### src/rtl/branch_pkg.sv
// Shared types and constants for the branch resolve unit.
// pred_t is one prediction slot as it travels IF->ID->EX:
//   valid : slot holds a live fetched instruction
//   pc    : fetch PC of that instruction
//   hit   : BTB hit seen at fetch
//   ppc   : BTB predicted target seen at fetch
package branch_pkg;

  localparam int CNT_W_DEF = 32;

  localparam logic [31:0] PC_INC = 32'd4;

  typedef struct packed {
    logic        valid;
    logic [31:0] pc;
    logic        hit;
    logic [31:0] ppc;
  } pred_t;

  localparam pred_t PRED_EMPTY = '{valid: 1'b0, pc: 32'd0, hit: 1'b0, ppc: 32'd0};

endpackage

### src/rtl/pred_stage_reg.sv
// One pipeline slot of BTB prediction state.
// Ports:
//   clk   : system clock
//   clear : empty the slot (wins over load)
//   load  : capture d
//   d     : incoming prediction record
//   q     : held prediction record
// With neither clear nor load the slot holds its contents.
module pred_stage_reg
  import branch_pkg::*;
(
  input  logic  clk,
  input  logic  clear,
  input  logic  load,
  input  pred_t d,
  output pred_t q
);

  // Slot register: clear beats load, otherwise hold.
  always_ff @(posedge clk) begin
    if (clear) begin
      q <= PRED_EMPTY;
    end else if (load) begin
      q <= d;
    end else begin
      q <= q;
    end
  end

endmodule

### src/rtl/branch_resolve_unit.sv
// EX-stage branch resolver paired with the BTB. Carries each fetched
// instruction's prediction through D and E slots, compares it with the
// branch outcome in EX, and drives BTB update, PC redirect and front-end
// flush. Keeps saturating branch / misprediction counters.
// Ports:
//   clk, rst                 : clock, synchronous active-high reset
//   CurrentPC, BTBhit, PrePC : IF-stage PC and its BTB lookup result
//   StallF/D/E, FlushD/E     : hazard-unit slot controls
//   IsBranchE, BranchE, BrNPC: EX branch flag, taken flag, taken target
//   UpdEn, UpdPC, UpdTarget  : BTB write port (combinational)
//   Redirect, RedirectPC     : mispredict and the correct next PC
//   FlushFE                  : kill IF/ID and ID/EX (same as Redirect)
//   BranchCnt, MissCnt       : resolved branch / mispredict counts
module branch_resolve_unit
  import branch_pkg::*;
#(
  parameter int CNT_W = CNT_W_DEF
) (
  input  logic             clk,
  input  logic             rst,
  input  logic [31:0]      CurrentPC,
  input  logic             BTBhit,
  input  logic [31:0]      PrePC,
  input  logic             StallF,
  input  logic             StallD,
  input  logic             StallE,
  input  logic             FlushD,
  input  logic             FlushE,
  input  logic             IsBranchE,
  input  logic             BranchE,
  input  logic [31:0]      BrNPC,
  output logic             UpdEn,
  output logic [31:0]      UpdPC,
  output logic [31:0]      UpdTarget,
  output logic             Redirect,
  output logic [31:0]      RedirectPC,
  output logic             FlushFE,
  output logic [CNT_W-1:0] BranchCnt,
  output logic [CNT_W-1:0] MissCnt
);

  pred_t d_next, d_slot, e_next, e_slot;
  logic  clear_d, clear_e;
  logic  resolve_act, alias_act;
  logic  [31:0] fall_pc;

  // Slot inputs: a stalled F feeds a bubble into D, a stalled D feeds a bubble into E.
  always_comb begin
    d_next       = '{valid: ~StallF, pc: CurrentPC, hit: BTBhit, ppc: PrePC};
    e_next       = d_slot;
    e_next.valid = d_slot.valid & ~StallD;
    clear_d      = rst | Redirect | FlushD;
    clear_e      = rst | Redirect | FlushE;
  end

  pred_stage_reg u_slot_d (
    .clk   (clk),
    .clear (clear_d),
    .load  (~StallD),
    .d     (d_next),
    .q     (d_slot)
  );

  pred_stage_reg u_slot_e (
    .clk   (clk),
    .clear (clear_e),
    .load  (~StallE),
    .d     (e_next),
    .q     (e_slot)
  );

  // Resolution compare: outcome of the E-slot instruction against its prediction.
  always_comb begin
    UpdEn       = 1'b0;
    UpdPC       = 32'd0;
    UpdTarget   = 32'd0;
    Redirect    = 1'b0;
    RedirectPC  = 32'd0;
    fall_pc     = e_slot.pc + PC_INC;
    resolve_act = e_slot.valid & IsBranchE & ~StallE;
    // A BTB hit on something that is not a branch steered fetch wrongly;
    // recover to the fall-through PC but never count or write it.
    alias_act   = e_slot.valid & ~IsBranchE & e_slot.hit & ~StallE;
    if (resolve_act) begin
      if (BranchE) begin
        if (!e_slot.hit || (e_slot.ppc != BrNPC)) begin
          Redirect   = 1'b1;
          RedirectPC = BrNPC;
          UpdEn      = 1'b1;
          UpdPC      = e_slot.pc;
          UpdTarget  = BrNPC;
        end else begin
          Redirect   = 1'b0;
        end
      end else if (e_slot.hit) begin
        Redirect   = 1'b1;
        RedirectPC = fall_pc;
      end else begin
        Redirect   = 1'b0;
      end
    end else if (alias_act) begin
      Redirect   = 1'b1;
      RedirectPC = fall_pc;
    end else begin
      Redirect   = 1'b0;
    end
    FlushFE = Redirect;
  end

  // Statistics: count each resolved branch and each mispredict, saturating at all-ones.
  always_ff @(posedge clk) begin
    if (rst) begin
      BranchCnt <= {CNT_W{1'b0}};
      MissCnt   <= {CNT_W{1'b0}};
    end else if (resolve_act) begin
      if (BranchCnt != {CNT_W{1'b1}}) begin
        BranchCnt <= BranchCnt + CNT_W'(1);
      end else begin
        BranchCnt <= BranchCnt;
      end
      if (Redirect && (MissCnt != {CNT_W{1'b1}})) begin
        MissCnt <= MissCnt + CNT_W'(1);
      end else begin
        MissCnt <= MissCnt;
      end
    end else begin
      BranchCnt <= BranchCnt;
      MissCnt   <= MissCnt;
    end
  end

endmodule

### config.mk
export PLATFORM = sky130hd
export DESIGN_NAME = branch_resolve_unit
export DESIGN_NICKNAME = d
export VERILOG_FILES = /design/src/rtl/branch_pkg.sv /design/src/rtl/pred_stage_reg.sv /design/src/rtl/branch_resolve_unit.sv
export SDC_FILE = /design/constraint.sdc
export NUM_CORES = 1
export LEC_CHECK = 0
export BUFFER_PORTS_ARGS = -buffer_cell sky130_fd_sc_hd__buf_2
export CAP_MARGIN = 0
export CORE_MARGIN = 3
export CORE_UTILIZATION = 35
export DETAILED_ROUTE_END_ITERATION = 10
export GPL_TIMING_DRIVEN = 0
export HOLD_SLACK_MARGIN = 0.02
export MAX_ROUTING_LAYER = met4
export PLACE_DENSITY = 0.57
export SLEW_MARGIN = 20
export SYNTH_ARGS = -nofsm -noshare
export SYNTH_HDL_FRONTEND = slang
export SYNTH_HIERARCHICAL = 1
export SYNTH_SLANG_ARGS = --single-unit
### constraint.sdc
create_clock -name clk -period 2.72 [get_ports clk]
set_input_delay 0.408 -clock clk [delete_from_list [all_inputs] [get_ports clk]]
set_output_delay 0.408 -clock clk [all_outputs]
set_load 0.05 [all_outputs]
==> results by group, run 1 <==
Outcome
  – Run status: finished with violations
  – Violated checks: setup timing

Placement
  – RePlAce Congestion: 0.905
  – Pre-CTS setup slack: -0.885 ns
  – Buffers on Ports: about 270
  – DP Cell Count: 1721
  – DP HPWL: between 20000 and 30000 um
  – Placed Area: approximately 0.012 mm^2

Critical path
  – RR Startpoint: u_slot_e/q[24]
  – Buf+Inv Stages, Crit Path: 4
  – CP max stage delay: 0.33 ns
  – Worst R2R End: u_slot_d/q[47]
  – Worst r2r path cells: 11
  – Worst R2R Setup Slack: -0.10 ns
  – CP cell instances: xor2_1 > nor4_2 > nand4_1 > o31ai_4 > buf_6 > nor2_4 > clkbuf_16 > buf_8 > o2bb2ai_2 > buf_6
  – WP data arrival: between 2 and 3 ns
  – Crit. Startpoint: u_slot_e/q[24]
  – Cell mode on critical path: buf_6
  – Crit. End Element: primary output
  – WP data required: 2.31 ns
  – CP startpoint kind: register
  – CP max-delay cell: dfxtp_2
  – Delay-heaviest family, CP: buffers and inverters
  – WS Path Type: reg -> out
  – Largest fanout on the critical path: 6

Detailed routing
  – DRT antenna net count: 0
  – Drt drc: 0
  – Total routed wirelength: 35200 um
  – Pre-Repair DR Iteration Count: 5
  – Via density: 5.15
  – Vias post-DR: 9174
  – Initial DRC count: 573
  – Routed len/inst: 19.8 um

Synth
  – Post-synth top area cell: dfxtp_1
  – Post-synth top area share: 0.395
  – Distinct cells, synth: 61
  – Gate Count Post-Synth: 1076
  – Seq/Total Area, Yosys: 0.395
  – Top_reg_cell synth: dfxtp_1
  – Post-Syn Nets: between 1000 and 1500
  – YS warnings: 6
  – Yosys reg bits: 196
  – Synthesized area per cell: a little over 9 um^2
  – Post-synth ARST share: 0
  – Synth Cell Area: 0.00995 mm^2
  – EDFF count, synth: 0
  – Area contributors post-synth: dfxtp_1, mux2i_1, nor2_1

STA
  – RSZ-0062 raised after global routing: yes
  – Fmax: 321 MHz
  – Tmin final: 3.11 ns
  – Fin crit share: 1.14
  – Rel. slew slack: 0.416
  – Slew @ Worst Pin: 0.877 ns
  – Final Skew: 0.0172 ns
  – Setup ws final: -0.393 ns
  – Setup-failing EPs final: 179
  – Final hold slack: 0.201 ns
  – Final Hold Fails: 0
  – Fin. max-slew vios: 0

GRT
  – Total grt overflow: 0
  – Initial antenna violation count: 6
  – Vias in the first global route: 9187
  – First-pass GRT wire length: 53900 um
  – Largest net degree at the start of global routing: 21
  – GRT Util Overall: 0.233

Clock tree
  – Clock transition at path regs: approximately 0.090 ns
  – H-Tree Depth: 4
  – CTS buffer count: 17
  – Clock Latency Late Sink: between 0.4 and 0.5 ns
  – # hold bufs at CTS: 0
  – Root Buffer: clkbuf_16
  – CTS Buffer Depth: 2
  – CTS tree: yes
  – Clk sinks: about 200

Power and ir drop
  – Flop pwr share: 0.487
  – Clock group share of total power: 0.435
  – P_sw: 1.58 mW
  – VDD IR-drop max: 0.352 mV
  – Internal power: 4.45 mW
  – Sw Ratio: 0.262
  – PwrDens: 439 mW/mm^2
  – P_leak: 6.03 nW
  – Combinational share of power: 0.078

Layout
  – Most common library cell in the layout ignoring fill and taps: dfxtp_1
  – Fraction of layout cells with a size suffix above 1: 0.353
  – Final core occ: 0.493
  – Post-route cell area: 0.0137 mm^2
  – Layout Nets: between 1000 and 1500
  – Final non-filler cell total: around 1800
  – Most frequent cells in the layout: dfxtp_1, buf_2, nor2_1
  – Area grow syn2layout: 38.1%

Die
  – Die Y: 175 um
  – DIE AREA: around 0.030 mm^2
  – Site Rows: slightly above 60
  – I/O pins: ~270
  – Initial core utilization: 0.357
  – Die W: 175 um
  – Core area: 0.0279 mm^2

Flow run
  – Max cap viols: 0

Worst hold path
  – Hold WC Path Type: in -> reg
  – WHS Path Cells: 3
  – Hold Crit Start: CurrentPC[22]
  – Hold EP: u_slot_d/q[55]
-- Yosys cell counts (all sizes together) (5+ instances only) --
cell,count
xor2,59
nor2,176
and4,8
nor4,17
o21ai,13
nor2b,14
nand3,38
or3,8
buf,38
o2bb2ai,10
o21a,9
clkbuf,35
or4,19
mux2i,133
a22o,22
dfxtp,196
nand4,19
o41ai,5
mux2,14
o211ai,7
xnor2,15
nand2,39
and2,73
o31ai,17
nor3,20
inv,8
and3,16
a21oi,26
-- through the flow --
step | power (mW) | TNS, ns
after global routing | 6.23 | -45.61
final | 6.02 | -35.56
after CTS | 6.07 | -27.90
after floorplan | 3.25 | -0.168
after global placement | 3.44 | -126.00
after detailed placement | 3.44 | -137.64
-- worst max-delay path by stage --
| stage | to | cells past startpoint |
|---|---|---|
| floorplan | RedirectPC[18] | 8 |
| global placement | RedirectPC[22] | 10 |
| detailed placement | UpdPC[9] | 10 |
| CTS | UpdTarget[27] | 10 |
| global route | UpdTarget[26] | 10 |
| finish | RedirectPC[19] | 10 |
-- worst min-delay path, cell delays in order --
cell	delay, ns
buf_2	0.07
mux2i_1	0.06
nor2_1	0.07
-- cell families (layout without fill, tap and decap cells) --
| kind of cell | after synthesis | count (layout) | synth area share |
|---|---|---|---|
| buffers and inverters | 81 | 402 | 0.0585 |
| AO/OA/AOI/OAI | 118 | 118 | 0.0873 |
| flip-flops | 196 | 196 | 0.395 |
| AND/OR/NAND/NOR | 457 | 458 | 0.241 |
| XOR/XNOR | 74 | 74 | 0.0652 |
| adder cells (fa/ha/maj) | 3 | 3 | 0.00377 |
| multiplexers | 147 | 147 | 0.150 |
| other | 0 | 6 | 0 |
-- metal layers --
| metal | track usage | part of all wire | vias to the layer above |
|---|---|---|---|
| li1 | - | - | 4427 |
| met1 | 0.308 | 0.46 | 4361 |
| met2 | 0.361 | 0.46 | 326 |
| met3 | 0.0437 | 0.056 | 60 |
| met4 | 0.0775 | 0.028 | 0 |
| met5 | - | 0 | - |
-- sequential cells by signal, summed over array words and instances, names as in the netlist --
name        cells
u_slot_d/q     66
u_slot_e/q     66
BranchCnt      32
MissCnt        32
-- power by group through the flow --
stage                     logic, mW  registers (mW)  clock network [mW]
after floorplan               0.258            2.99                   0
after global placement        0.438            3.00                   0
after detailed placement      0.440            3.00                   0
after CTS                     0.464            2.93                2.68
after global routing          0.502            2.94                2.79
final                         0.469            2.93                2.62
-- layout make-up --
type	instances	area [um^2]
clock inverters	15	181
diodes	6	15.0
inverters	8	30.0
fillers	2658	14100
well taps	378	473
repair buffers	291	2200
plain buffers	71	691
clock buffers	17	425
multi-input cells	800	5790
flip-flops and latches	196	3930
-- timing repair --
action                     CTS  global route
setup endpoints to repair  242           238
cloned                      10             1
resized for setup          302            41
pin swaps                   30            11
setup buffers                7             7
Power figures use the tool's default switching activity.
==> inputs of run 2 (changes only) <==
--- a/config.mk
+++ b/config.mk
@@ -14,6 +14,7 @@
 export HOLD_SLACK_MARGIN = 0.02
 export MAX_ROUTING_LAYER = met4
 export PLACE_DENSITY = 0.57
+export REMOVE_ABC_BUFFERS = 1
 export SLEW_MARGIN = 20
 export SYNTH_ARGS = -nofsm -noshare
 export SYNTH_HDL_FRONTEND = slang
==> results by group, run 2 (synthesized netlist as in run 1, its figures left out) <==
STA
  – Fin. max-slew vios: 0 (unchanged)
  – Rel. slew slack: 0.398 (-0.0181)
  – RSZ-0062 raised after global routing: yes
  – Tmin final: 3.08 ns (-0.0324 ns)
  – Fin crit share: 1.13 (-0.0119)
  – Final Skew: 0.0195 ns (+0.00228 ns)
  – Fmax: 325 MHz (+1.1%)
  – Slew @ Worst Pin: 0.904 ns (+0.0272 ns)
  – Setup-failing EPs final: 199 (+11%)
  – Setup ws final: -0.361 ns (+0.0324 ns)
  – Final Hold Fails: 0 (unchanged)

Detailed routing
  – Routed len/inst: 19.2 um (-3.0%)
  – Via density: 5.16 (+0.14%)
  – Drt drc: 0 (unchanged)
  – Initial DRC count: 507 (-12%)
  – DRT antenna net count: 0 (unchanged)
  – Total routed wirelength: 33600 um (-4.7%)
  – Pre-Repair DR Iteration Count: 5 (unchanged)
  – Vias post-DR: 9022 (-1.7%)

Layout
  – Post-route cell area: 0.0141 mm^2 (+2.8%)
  – Layout Nets: 1457 (-2.5%)
  – Most frequent cells in the layout: dfxtp_1, buf_2, mux2i_1
  – Final core occ: 0.507 (+0.0137)
  – Largest registers: u_slot_d/q (66), u_slot_e/q (66)
  – Most common library cell in the layout ignoring fill and taps: dfxtp_1
  – Area grow syn2layout: 41.9%
  – Fraction of layout cells with a size suffix above 1: 0.379 (+0.0265)

Critical path
  – CP max-delay cell: nor4_2
  – CP startpoint kind: register
  – CP max stage delay: 0.41 ns (+0.08 ns)
  – WP data arrival: 2.67 ns (-0.04 ns)
  – Cell mode on critical path: buf_6
  – Delay-heaviest family, CP: simple AND/OR/NAND/NOR gates
  – WP data required: 2.31 ns (about the same)
  – Largest fanout on the critical path: 42 (+36)
  – CP cell instances: xor2_1 > nor4_2 > nand4_1 > buf_6 > o31ai_4 > nor2_4 > buf_12 > a22o_4 > buf_6
  – Buf+Inv Stages, Crit Path: 3 (-1)
  – Crit. End Element: primary output
  – WS Path Type: reg -> out

Outcome
  – Violated checks: setup timing
  – Run status: finished with violations

GRT
  – Vias in the first global route: 8189 (-11%)
  – GRT Util Overall: 0.197 (-0.0363)
  – First-pass GRT wire length: 46500 um (-14%)
  – Largest net degree at the start of global routing: 76 (+260%)
  – Initial antenna violation count: 11 (+5)
  – Total grt overflow: 0 (unchanged)

Clock tree
  – CTS tree: yes
  – H-Tree Depth: 4 (unchanged)
  – # hold bufs at CTS: 0 (unchanged)
  – CTS buffer count: 17 (unchanged)
  – Root Buffer: clkbuf_16
  – Clk sinks: 196 (unchanged)
  – CTS Buffer Depth: 2 (unchanged)
  – Clock Latency Late Sink: 0.44 ns (about the same)
  – Clock transition at path regs: 0.09 ns (about the same)

Power and ir drop
  – Power Total: 6.13 mW (+1.8%)
  – VDD IR-drop max: 0.334 mV (-4.9%)
  – PwrDens: 434 mW/mm^2 (-0.95%)
  – P_leak: 5.87 nW (-2.7%)

Placement
  – Buffers on Ports: 268 (+0.37%)
  – DP HPWL: 20400 um (-19%)
  – RePlAce Congestion: 0.806 (-11%)
  – Placed Area: 0.0114 mm^2 (-2.9%)

Die
  – DIE AREA: 0.0305 mm^2 (unchanged)
  – Site Rows: 61 (unchanged)
  – Initial core utilization: 0.357 (unchanged)
  – Die W: 175 um (unchanged)
  – I/O pins: 269 (unchanged)
  – Die Y: 175 um (unchanged)
  – Core area: 0.0279 mm^2 (unchanged)

Worst hold path
  – Hold WC Path Type: in -> reg

Flow run
  – Max cap viols: 0 (unchanged)
run 2: cell types whose count changed in the layout (fill, tap and decap cells not counted), moves of 7 or more:
cell       previous run  this run
nor2_1              175        83
nor2_4                2        81
and2_4               45         8
and2_1               27        63
buf_8                20         3
clkbuf_1             15         0
nor2_2                0        12
buf_2               177       168
clkbuf_16            18        27
o2bb2ai_1             1        10
clkbuf_8              9         1
o2bb2ai_2             7         0
run 2: where the power goes:
| part | internal, mW | switching, mW | leakage, nW |
|---|---|---|---|
| combinational | 0.257 | 0.334 | 3.98 |
| clock | 1.28 | 1.33 | 0.295 |
| sequential | 2.91 | 0.0250 | 1.59 |
| total | 4.44 | 1.69 | 5.87 |
run 2: area by class of cell:
class                      count  area (um^2)
clock inverter                14          179
sequential                   196         3930
tap                          378          473
multi-input combinational    804         6320
inverter                       8         40.0
clock buffer                  18          439
timing repair buffer         321         2710
fill                        2608        13700
antenna                       11         27.5
run 2: worst register-to-register path: cells and delay by family, from the launching register on:
family	cells	cell delay [ns]
AND/OR/NAND/NOR	4	1.17
buffers and inverters	5	0.80
AO/OA/AOI/OAI	2	0.36
flip-flops	1	0.33
XOR/XNOR	1	0.16
run 2: worst paths after layout:
| check | slack, ns | to | cells past startpoint | from |
|---|---|---|---|---|
| worst min-delay path | 0.20 | u_slot_d/q[42] | 3 | CurrentPC[9] |
| worst max-delay path | -0.36 | RedirectPC[31] | 9 | u_slot_e/q[24] |
| worst min register to register | 0.49 | u_slot_e/q[46] | 2 | u_slot_d/q[46] |
| worst max register to register | -0.17 | u_slot_e/q[26] | 12 | u_slot_e/q[24] |
run 2: through the flow:
| stage | std cells | hold slack (ns) | worst slack (ns) | setup TNS, ns |
|---|---|---|---|---|
| floorplan | 1003 | 0.452 | -2.11 | -463.56 |
| global placement | 1649 | 0.472 | -3.85 | -665.13 |
| global route | 1750 | 0.187 | -0.446 | -52.21 |
| detailed placement | 1658 | 0.485 | -1.13 | -226.45 |
| CTS | 1703 | 0.172 | -0.386 | -52.75 |
| finish | 1750 | 0.198 | -0.361 | -35.77 |
run 2: metal layers:
| layer | global-route usage | up-vias | part of all wire |
|---|---|---|---|
| li1 | - | 4380 | - |
| met5 | - | - | 0 |
| met2 | 0.315 | 242 | 0.48 |
| met3 | 0.0519 | 26 | 0.061 |
| met4 | 0.0396 | 0 | 0.013 |
| met1 | 0.252 | 4374 | 0.45 |
run 2: timing repair:
item                                    CTS  global route
resized for setup                       191           218
cloned                                    0            21
buffers inserted                         13            15
pin swaps                                 9           108
endpoints found under the setup margin  267           249
==> inputs of run 3 (changes only) <==
--- a/config.mk
+++ b/config.mk
@@ -14,6 +14,7 @@
 export HOLD_SLACK_MARGIN = 0.02
 export MAX_ROUTING_LAYER = met4
 export PLACE_DENSITY = 0.57
+export RECOVER_POWER = 50
 export REMOVE_ABC_BUFFERS = 1
 export SLEW_MARGIN = 20
 export SYNTH_ARGS = -nofsm -noshare
==> results by group, run 3 (synthesized netlist as in run 1, its figures left out) <==
Outcome
  – Run status: finished with violations
  – Violated checks: setup timing

STA
  – Setup ws final: -0.398 ns (-0.0374 ns)
  – Tmin final: 3.12 ns (+0.0374 ns)
  – Fin crit share: 1.15 (+0.0137)
  – Fin. max-slew vios: 0 (unchanged)
  – TNS Setup: -42.39 ns (-6.62 ns)
  – Setup-failing EPs final: 202 (+1.5%)
  – RSZ-0062 raised after global routing: yes
  – Rel. slew slack: 0.399 (+0.00170)
  – Final Hold Fails: 0 (unchanged)
  – Final Skew: 0.0208 ns (+0.00136 ns)
  – Fmax: 321 MHz (-1.2%)
  – Slew @ Worst Pin: 0.901 ns (-0.00256 ns)
  – Final hold slack: 0.198 ns (-0.0000300 ns)

Die
  – Die W: 175 um (unchanged)
  – DIE AREA: 0.0305 mm^2 (unchanged)
  – Site Rows: 61 (unchanged)
  – I/O pins: 269 (unchanged)
  – Initial core utilization: 0.357 (unchanged)
  – Die Y: 175 um (unchanged)
  – Core area: 0.0279 mm^2 (unchanged)

GRT
  – Total grt overflow: 0 (unchanged)
  – Largest net degree at the start of global routing: 76 (unchanged)
  – First-pass GRT wire length: 46500 um (unchanged)
  – GRT Util Overall: 0.197 (unchanged)
  – Initial antenna violation count: 11 (unchanged)
  – Vias in the first global route: 8189 (unchanged)

Critical path
  – WS Path Type: reg -> out
  – WP data arrival: 2.71 ns (+0.04 ns)
  – CP startpoint kind: register
  – RR Startpoint: u_slot_e/q[24]
  – Largest fanout on the critical path: 42 (unchanged)
  – Crit. End Element: primary output
  – Worst r2r path cells: 12 (unchanged)
  – WP data required: 2.31 ns (about the same)
  – Worst R2R End: u_slot_e/q[26]
  – Worst R2R Setup Slack: -0.20 ns (-0.03 ns)

Layout
  – Most frequent cells in the layout: dfxtp_1, mux2i_1, buf_2
  – Final non-filler cell total: 1750 (unchanged)
  – Layout Nets: 1457 (unchanged)
  – Final core occ: 0.503 (-0.00314)
  – Fraction of layout cells with a size suffix above 1: 0.331 (-0.0485)
  – Largest registers: u_slot_d/q (66), u_slot_e/q (66)
  – Post-route cell area: 0.0140 mm^2 (-0.62%)
  – Area grow syn2layout: 41.0%
  – Most common library cell in the layout ignoring fill and taps: dfxtp_1
  – Filler cells: 2648 (+1.5%)

Detailed routing
  – Vias post-DR: 9035 (+0.14%)
  – Via density: 5.16 (+0.14%)
  – Drt drc: 0 (unchanged)
  – Routed len/inst: 19.2 um (+0.23%)
  – DRT antenna net count: 0 (unchanged)
  – Total routed wirelength: 33700 um (+0.23%)
  – Pre-Repair DR Iteration Count: 4 (-1)
  – Initial DRC count: 491 (-3.2%)

Placement
  – DP Cell Count: 1658 (unchanged)
  – Pre-CTS setup slack: -1.13 ns (unchanged)
  – RePlAce Congestion: 0.806 (unchanged)
  – Buffers on Ports: 268 (unchanged)
  – Placed Area: 0.0114 mm^2 (unchanged)
  – DP HPWL: 20400 um (unchanged)

Worst hold path
  – Hold WC Path Type: in -> reg
  – WHS Path Cells: 3 (unchanged)
  – Hold EP: u_slot_d/q[2]
  – Hold Crit Start: PrePC[2]

Flow run
  – Max cap viols: 0 (unchanged)

Clock tree
  – H-Tree Depth: 4 (unchanged)
  – CTS buffer count: 17 (unchanged)
  – Clock Latency Late Sink: 0.44 ns (about the same)
  – CTS Buffer Depth: 2 (unchanged)
  – Root Buffer: clkbuf_16
  – Clk sinks: 196 (unchanged)
  – CTS tree: yes
  – Clock transition at path regs: 0.09 ns (about the same)

Power and ir drop
  – Power Total: 6.14 mW (+0.19%)
  – P_leak: 5.58 nW (-4.9%)
  – PwrDens: 438 mW/mm^2 (+0.82%)
  – VDD IR-drop max: 0.334 mV (-0.18%)
[run 3: cell count changes in the layout (fill, tap and decap cells not counted)]
| cell | before | now |
|---|---|---|
| or4_4 | 2 | 1 |
| or4_1 | 17 | 18 |
| and4_1 | 5 | 6 |
| clkbuf_2 | 0 | 1 |
| clkbuf_1 | 0 | 64 |
| and4_2 | 2 | 1 |
| buf_2 | 168 | 104 |
| buf_4 | 43 | 42 |
[run 3: timing repair]
action,in CTS,in global routing
pin swaps,9,108
cloned,0,21
endpoints found under the hold margin,0,0
hold buffers,0,0
setup buffers,13,15
resized for setup,191,218
setup endpoints to repair,267,249
[run 3: final cells by class]
type,instances,area [um^2],area share
Antenna cell,11,27.5,0.00196
Tap cell,378,473,0.0337
Clock inverter,14,179,0.0128
Multi-Input combinational cell,804,6320,0.450
Clock buffer,18,439,0.0313
Sequential cell,196,3930,0.280
Timing Repair Buffer,321,2620,0.187
Inverter,8,40.0,0.00285
[run 3: report_power, final]
group	switching (mW)	total [mW]	internal [mW]	leakage [nW]
clock network	1.35	2.62	1.28	0.295
registers	0.0251	2.93	2.91	1.59
logic	0.334	0.591	0.257	3.70
total	1.70	6.14	4.44	5.58
[run 3: worst max-delay path by stage]
stage | endpoint | slack [ns] | from | cells past startpoint
2_1_floorplan | RedirectPC[0] | -2.11 | BrNPC[2] | 6
3_3_place_gp | RedirectPC[31] | -3.85 | BrNPC[4] | 8
3_5_place_dp | u_slot_e/q[20] | -1.13 | BrNPC[4] | 9
4_1_cts | RedirectPC[31] | -0.39 | u_slot_e/q[19] | 8
5_1_grt | RedirectPC[31] | -0.45 | u_slot_e/q[24] | 9
6_report | RedirectPC[31] | -0.40 | u_slot_e/q[24] | 9
[run 3: metal layers]
layer | global-route usage | up-vias | wire length, um | part of all wire
li1 | - | 4372 | - | -
met1 | 0.252 | 4396 | 15100 | 0.45
met2 | 0.315 | 239 | 16100 | 0.48
met3 | 0.0519 | 28 | 2020 | 0.060
met4 | 0.0396 | 0 | 446 | 0.013
met5 | - | - | 0 | 0
[run 3: critical path, cell delays in order (launching register included)]
cell,delay [ns]
dfxtp_2,0.33
xor2_1,0.16
nor4_2,0.44
nand4_1,0.17
buf_6,0.17
o31ai_4,0.24
nor2_4,0.12
buf_12,0.19
a22o_4,0.28
buf_6,0.15
